[config.mk]
export PLATFORM = sky130hd
export DESIGN_NAME = input_conditioner
export DESIGN_NICKNAME = d
export VERILOG_FILES = /design/src/rtl/piano_pkg.sv /design/src/rtl/debounce_cell.sv /design/src/rtl/input_conditioner.sv
export SDC_FILE = /design/constraint.sdc
export NUM_CORES = 1
export LEC_CHECK = 0
export ABC_CLOCK_PERIOD_IN_PS = 17720
export CAP_MARGIN = 20
export CORE_MARGIN = 8
export CORE_UTILIZATION = 60
export DETAILED_ROUTE_END_ITERATION = 7
export GPL_ROUTABILITY_DRIVEN = 0
export HOLD_SLACK_MARGIN = 0.02
export PLACE_DENSITY = 0.81
export SYNTH_ARGS = -nofsm -noshare
export SYNTH_HDL_FRONTEND = slang
export SYNTH_SLANG_ARGS = --single-unit
[constraint.sdc]
create_clock -name clk -period 17.72 [get_ports clk]
set_clock_uncertainty 0.2 [all_clocks]
set_input_delay 1.772 -clock clk [delete_from_list [all_inputs] [get_ports clk]]
set_output_delay 1.772 -clock clk [all_outputs]
set_load 0.01 [all_outputs]
[src/rtl/piano_pkg.sv]
// Shared constants for the piano front end: input counts, button indices and
// default timing in 100 MHz clock cycles.
package piano_pkg;

    localparam int N_BTN = 3;
    localparam int N_KEY = 7;

    localparam int BTN_PREV  = 0;
    localparam int BTN_PAUSE = 1;
    localparam int BTN_NEXT  = 2;

    localparam int DB_CYCLES_DEF   = 2_000_000;
    localparam int HOLD_CYCLES_DEF = 50_000_000;
    localparam int REP_CYCLES_DEF  = 20_000_000;
    localparam logic [N_BTN-1:0] REPEAT_MASK_DEF = 3'b101;

    // A counter that must reach n-1 needs $clog2(n) bits, never fewer than one.
    function automatic int cnt_width(input int n);
        return (n <= 2) ? 1 : $clog2(n);
    endfunction

endpackage

[src/rtl/debounce_cell.sv]
// One input bit: two-flop synchroniser, stability counter and debounced level,
// with a single-cycle pulse on each accepted 0->1 change.
module debounce_cell
    import piano_pkg::*;
#(
    parameter int DB_CYCLES = DB_CYCLES_DEF
) (
    input  logic clk,
    input  logic rst,
    input  logic raw,
    output logic level,
    output logic press
);

    localparam int CW = cnt_width(DB_CYCLES);
    localparam logic [CW-1:0] CNT_LAST = CW'(DB_CYCLES - 1);

    logic          sync1_q, sync1_d;
    logic          sync2_q, sync2_d;
    logic [CW-1:0] cnt_q, cnt_d;
    logic          level_q, level_d;
    logic          press_q, press_d;

    // Next-state: count consecutive disagreeing samples, flip on the last one.
    always_comb begin
        sync1_d = raw;
        sync2_d = sync1_q;
        cnt_d   = '0;
        level_d = level_q;
        press_d = 1'b0;
        if (sync2_q != level_q) begin
            if (cnt_q == CNT_LAST) begin
                level_d = sync2_q;
                press_d = sync2_q;
                cnt_d   = '0;
            end else begin
                cnt_d = cnt_q + CW'(1);
            end
        end else begin
            cnt_d = '0;
        end
    end

    // State registers with asynchronous reset.
    always_ff @(posedge clk or posedge rst) begin
        if (rst) begin
            sync1_q <= 1'b0;
            sync2_q <= 1'b0;
            cnt_q   <= '0;
            level_q <= 1'b0;
            press_q <= 1'b0;
        end else begin
            sync1_q <= sync1_d;
            sync2_q <= sync2_d;
            cnt_q   <= cnt_d;
            level_q <= level_d;
            press_q <= press_d;
        end
    end

    assign level = level_q;
    assign press = press_q;

endmodule

[src/rtl/input_conditioner.sv]
// Debounces the three board buttons and seven note keys, and adds hold-to-repeat
// pulses on the buttons selected by REPEAT_MASK.
module input_conditioner
    import piano_pkg::*;
#(
    parameter int                 DB_CYCLES   = DB_CYCLES_DEF,
    parameter int                 HOLD_CYCLES = HOLD_CYCLES_DEF,
    parameter int                 REP_CYCLES  = REP_CYCLES_DEF,
    parameter logic [N_BTN-1:0]   REPEAT_MASK = REPEAT_MASK_DEF
) (
    input  logic             clk,
    input  logic             rst,
    input  logic [N_BTN-1:0] button_raw,
    input  logic [N_KEY-1:0] key_raw,
    output logic [N_BTN-1:0] btn_level,
    output logic [N_BTN-1:0] btn_press,
    output logic [N_KEY-1:0] key_level,
    output logic [N_KEY-1:0] key_press
);

    localparam int HW = cnt_width(HOLD_CYCLES);
    localparam int RW = cnt_width(REP_CYCLES);
    localparam logic [HW-1:0] HOLD_LAST = HW'(HOLD_CYCLES - 1);
    localparam logic [RW-1:0] REP_LAST  = RW'(REP_CYCLES - 1);

    logic [N_BTN-1:0] btn_level_s;
    logic [N_BTN-1:0] btn_edge_s;
    logic [N_BTN-1:0] rep_pulse_s;

    for (genvar i = 0; i < N_KEY; i++) begin : g_key
        debounce_cell #(.DB_CYCLES(DB_CYCLES)) u_cell (
            .clk   (clk),
            .rst   (rst),
            .raw   (key_raw[i]),
            .level (key_level[i]),
            .press (key_press[i])
        );
    end

    for (genvar i = 0; i < N_BTN; i++) begin : g_btn
        debounce_cell #(.DB_CYCLES(DB_CYCLES)) u_cell (
            .clk   (clk),
            .rst   (rst),
            .raw   (button_raw[i]),
            .level (btn_level_s[i]),
            .press (btn_edge_s[i])
        );

        if (REPEAT_MASK[i]) begin : g_rep
            logic [HW-1:0] hold_q, hold_d;
            logic [RW-1:0] rep_cnt_q, rep_cnt_d;
            logic          rep_on_q, rep_on_d;
            logic          rep_q, rep_d;

            // Hold count is zero in the rising cycle (level was 0 before it);
            // after the first repeat a separate period counter takes over.
            always_comb begin
                hold_d    = hold_q;
                rep_cnt_d = rep_cnt_q;
                rep_on_d  = rep_on_q;
                rep_d     = 1'b0;
                if (!btn_level_s[i]) begin
                    hold_d    = '0;
                    rep_cnt_d = '0;
                    rep_on_d  = 1'b0;
                end else if (!rep_on_q) begin
                    if (hold_q == HOLD_LAST) begin
                        rep_d     = 1'b1;
                        rep_on_d  = 1'b1;
                        rep_cnt_d = '0;
                    end else begin
                        hold_d = hold_q + HW'(1);
                    end
                end else begin
                    if (rep_cnt_q == REP_LAST) begin
                        rep_d     = 1'b1;
                        rep_cnt_d = '0;
                    end else begin
                        rep_cnt_d = rep_cnt_q + RW'(1);
                    end
                end
            end

            // Repeat state registers with asynchronous reset.
            always_ff @(posedge clk or posedge rst) begin
                if (rst) begin
                    hold_q    <= '0;
                    rep_cnt_q <= '0;
                    rep_on_q  <= 1'b0;
                    rep_q     <= 1'b0;
                end else begin
                    hold_q    <= hold_d;
                    rep_cnt_q <= rep_cnt_d;
                    rep_on_q  <= rep_on_d;
                    rep_q     <= rep_d;
                end
            end

            assign rep_pulse_s[i] = rep_q;
        end else begin : g_norep
            assign rep_pulse_s[i] = 1'b0;
        end
    end

    // Gating with the level drops a repeat that lands on the release edge.
    assign btn_level = btn_level_s;
    assign btn_press = btn_edge_s | (rep_pulse_s & btn_level_s);

endmodule
After elaboration in Yosys (flattened, before gate mapping):

Index checks and enable logic that the tools add are counted.

* flip-flop bits (word level): 356
* input port bits: 12
* output and inout port bits: 20
* word-level logic and storage cells: 182

* add/subtract/negate cells: 14
* equality and inequality tests: 30
* mux-type cells: 66
* bitwise operators: 2
* reductions and logical operators: 12

Operator list (count)
* $mux 21: 20
* $add 21x1->21 const B: 10
* $eq 21x21->1 const B: 10
* $mux 25: 8
* $mux 26: 6
* $add 26x1->26 const B: 2
* $eq 26x26->1 const B: 2
* $add 25x1->25 const B: 2
* $eq 25x25->1 const B: 2
* $mux 1: 32
* $reduce_and 2->1: 12
* $ne 1x1->1: 10
* $ne 2x2->1 const B: 4
* $ne 3x3->1 const B: 2
* $and 3x3->3: 1
* $or 3x3->3: 1

Logic depth before layout (Yosys ltp):

* word-level depth: 4
* gate-level depth with buffers: 8
* mapped depth without buffers: 6

Cells and area by module:

A second synthesis with hierarchy kept.

* cell total of the unflattened synthesis: 1824
* area, all modules: 18343.8 um^2

Modules (own cells, without submodules)
* debounce_cell: instances 10, cells an instance 119, area each 1252.5 um^2, sequential area each 625.6 um^2
* input_conditioner: instances 1, cells an instance 634, area each 5819.3 um^2, sequential area each 2652.5 um^2

Worst setup path after synthesis:

No wires, ideal clock.

* path type: reg2out
* from: reg g_btn[0].u_cell.level_q
* to: out btn_press[0]
* arrival: 1.081 ns
* required time: 15.748 ns
* slack: 14.667 ns
* cell stages (with the launch flop): 4
* path buffers: 2
* cells stage by stage: dfrtp_1 -> clkbuf_1 -> clkbuf_1 -> a21o_1

* longest elaborated chain between the ends: 2

RTL lines
* from (decl): RTL line debounce_cell.sv:21 `logic level_q, level_d;`
* from (signal assigned): RTL line debounce_cell.sv:56 `level_q <= level_d;`
* $and 3x3->3: RTL line input_conditioner.sv:107 `assign btn_press = btn_edge_s | (rep_pulse_s & btn_level_s);`
* $or 3x3->3: RTL line input_conditioner.sv:107
* to (decl): RTL line input_conditioner.sv:16 `output logic [N_BTN-1:0] btn_press,`

Every way passes these cells.

==> flow_metrics.env <==
export IMPL_ys_types=58
export IMPL_coreArea_um2=28500
export IMPL_finalInstanceArea_um2=19000
export IMPL_synth_edf_count=0
export IMPL_syn_to_final_growth_pct=9.78
export IMPL_final_hold_viol_count=0
export IMPL_drive_gt1_share_pct=5.11
export IMPL_whs_ns=0.142
export IMPL_clock_path_buffers=3
export IMPL_syn_inst=1761
export IMPL_clk_pin_slew_ns=0.06
export IMPL_drt_iter0_drc=825
export IMPL_postCtsSetupBuffers=0
export IMPL_setup_violations_final=0
export IMPL_cp_max_fo=151
export IMPL_finalCriticalPeriod_ns=4.29
export IMPL_core_rowCount=62
export IMPL_grt_max_degree=152
export IMPL_die_w_um=186
export IMPL_io_buffers=31
export IMPL_wl_per_cell_um=14.9
export IMPL_firstDrtPassIters=4
export IMPL_vias=12791
export IMPL_synth_area_um2=17300
export IMPL_end_kind="asynchronous set/reset pin"
export IMPL_fillers=2193
export IMPL_fin_crit_sh_pct=24.2
export IMPL_synth_flop_cell="dfrtp_1"
export IMPL_cts_buffers=39
export IMPL_synth_most_common_cell="dfrtp_1"
export IMPL_synth_area_top_cells="dfrtp_1 (52%), xor2_1 (6.8%), nor2_1 (5.8%), xnor2_1 (4.3%), nand3_1 (3.7%)"
export IMPL_grt_first_pass_wirelength_um=57800
export IMPL_insertion_delay_ns=0.52
export IMPL_leakage_nw=7.78
export IMPL_routed_wl_um=32600
export IMPL_fin_nets=1802
export IMPL_setup_tns_final_ns=0
export IMPL_yosysWarningCount=0
export IMPL_finalMaxSlewViolations=0
export IMPL_grt_pass1_vias=12745
export IMPL_n_antenna_cell=0
export IMPL_die_y_um=186
export IMPL_ctsHoldBuffers=0
export IMPL_antenna_found_initial=0
export IMPL_worst_slew_pin_slew_ns=0.974
export IMPL_synth_nets=1787
export IMPL_yosysTopAreaCell="dfrtp_1"
export IMPL_post_cts_resized=0
export IMPL_crit_required_ns=18.03
export IMPL_ir_drop_uv=69.1
export IMPL_async_flop_share_pct=100
export IMPL_cts_root_buf="clkbuf_16"
export IMPL_ios=32
export IMPL_crit_arrival_ns=4.60
export IMPL_syn_area_per_cell_um2=9.81
export IMPL_dp_cells=2118
export IMPL_path_class="input port to asynchronous set/reset pin"
export IMPL_pwr_density_cell_nw_per_um2=85.0
export IMPL_place_area_um2=17800
export IMPL_final_cells=2184
export IMPL_tritoncts="done"
export IMPL_overflow=0
export IMPL_seq_area_frac_synth_pct=51.6
export IMPL_synth_commonest_cells="dfrtp_1 (356), nor2_1 (267), nand2_1 (145)"
export IMPL_initial_core_util_pct=60.5
export IMPL_ys_ff_latch=356
export IMPL_outcome="completed"
export IMPL_grtUsageTotal_pct=19.6
export IMPL_detail_route_antenna_nets=0
export IMPL_hold_path_class="flop to flop"
export IMPL_hpwl_um=20900
export IMPL_cap_viol_max_count=0
export IMPL_cts_sinks=356
export IMPL_p_total_w=0.00161
export IMPL_fmax_ghz=0.233
export IMPL_rsz0062_at_grt="no"
export IMPL_cts_htree_levels=2
export IMPL_avgViaCountPerCell=5.86
export IMPL_start_kind="input port"
export IMPL_synth_top_area_share_pct=51.6
export IMPL_dieArea_um2=34500
export IMPL_relSlewSlack_pct=34.5
export IMPL_route_detailed_drc=0
flip-flops by register name (all words and copies together), names as in the netlist, 7 cells and up:
signal and cells:
g_btn.g_rep.hold_q 52, g_btn.g_rep.rep_cnt_q 50, g_btn.u_cell.cnt_q 63, g_key.u_cell.cnt_q 147, g_key.u_cell.level 7, g_key.u_cell.press 7, g_key.u_cell.sync1_q 7, g_key.u_cell.sync2_q 7
layout make-up:
type,count,area (um2),share of cell area [%]
clock buffer,57,1130,5.94
clock inverter,8,40.0,0.211
inverter,38,150,0.792
multi-input combinational,1303,7880,41.6
sequential,356,8910,47.0
tap,384,480,2.53
timing repair buffer,38,373,1.97
metal layers:
metal  routed length (um)  part of all wire, %  vias up  GRT usage, %
li1                     -                    -     6228             -
met1                14700                   45     6301          25.4
met2                16000                   49      207          33.7
met3                 1180                  3.6       55          2.75
met4                  653                  2.0        0          6.16
met5                    0                    0        -             0
layout by cell type (no fill, tap or decap), types with 36 or more instances in the layout:
| cell type | count |
|---|---|
| nand3_1 | 129 |
| xnor2_1 | 85 |
| clkbuf_16 | 41 |
| nand4_1 | 79 |
| nor2_1 | 267 |
| dfrtp_1 | 356 |
| inv_1 | 36 |
| nand2_1 | 145 |
| nor4_1 | 37 |
| a21oi_1 | 54 |
| xor2_1 | 134 |
| nor3_1 | 36 |
worst max-delay path: stages:
cell and delay [ns]:
clkdlybuf4s50_1 0.50, inv_8 0.63, buf_12 0.65, buf_4 0.85
through the flow:
step                setup WS, ns  utilization, %
detailed placement         12.80            62.3
floorplan                   5.87               -
global route               12.94            66.4
CTS                        13.34            66.4
global placement           12.82            62.3
finish                     13.43            66.4
kinds of logic after synthesis:
group,share of synthesized area [%]
and+or+nand+nor,26.2
DFF,51.6
xor gates and xnor gates,11.1
AOI/OAI and AO/OA,6.19
buffers and inverters,2.80
muxes,1.07
adders and majority gates,1.01
report_power, final:
group | switching (W) | internal (W)
sequential | 0.00000771 | 0.000821
clock | 0.000306 | 0.000438
combinational | 0.0000280 | 0.00000955
worst paths after layout:
check | start | to | slack, ns | cells past startpoint
max in group clk | g_btn[0].u_cell.level$_DFFE_PP0P_ | btn_press[0] | 13.62 | 2
worst max-delay path | rst | g_btn[0].g_rep.hold_q[24]$_DFFE_PP0P_ | 13.43 | 4
worst min-delay path | g_btn[1].u_cell.sync1_q$_DFF_PP0_ | g_btn[1].u_cell.sync2_q$_DFF_PP0_ | 0.14 | 0
worst max register to register | g_btn[2].u_cell.level$_DFFE_PP0P_ | g_btn[2].g_rep.rep_cnt_q[16]$_DFFE_PP0P_ | 14.81 | 4
worst min register to register | g_btn[1].u_cell.sync1_q$_DFF_PP0_ | g_btn[1].u_cell.sync2_q$_DFF_PP0_ | 0.14 | 0
min in group asynchronous | rst | g_key[1].u_cell.cnt_q[8]$_DFF_PP0_ | 1.66 | 2
(Power assumes the default switching activity.)
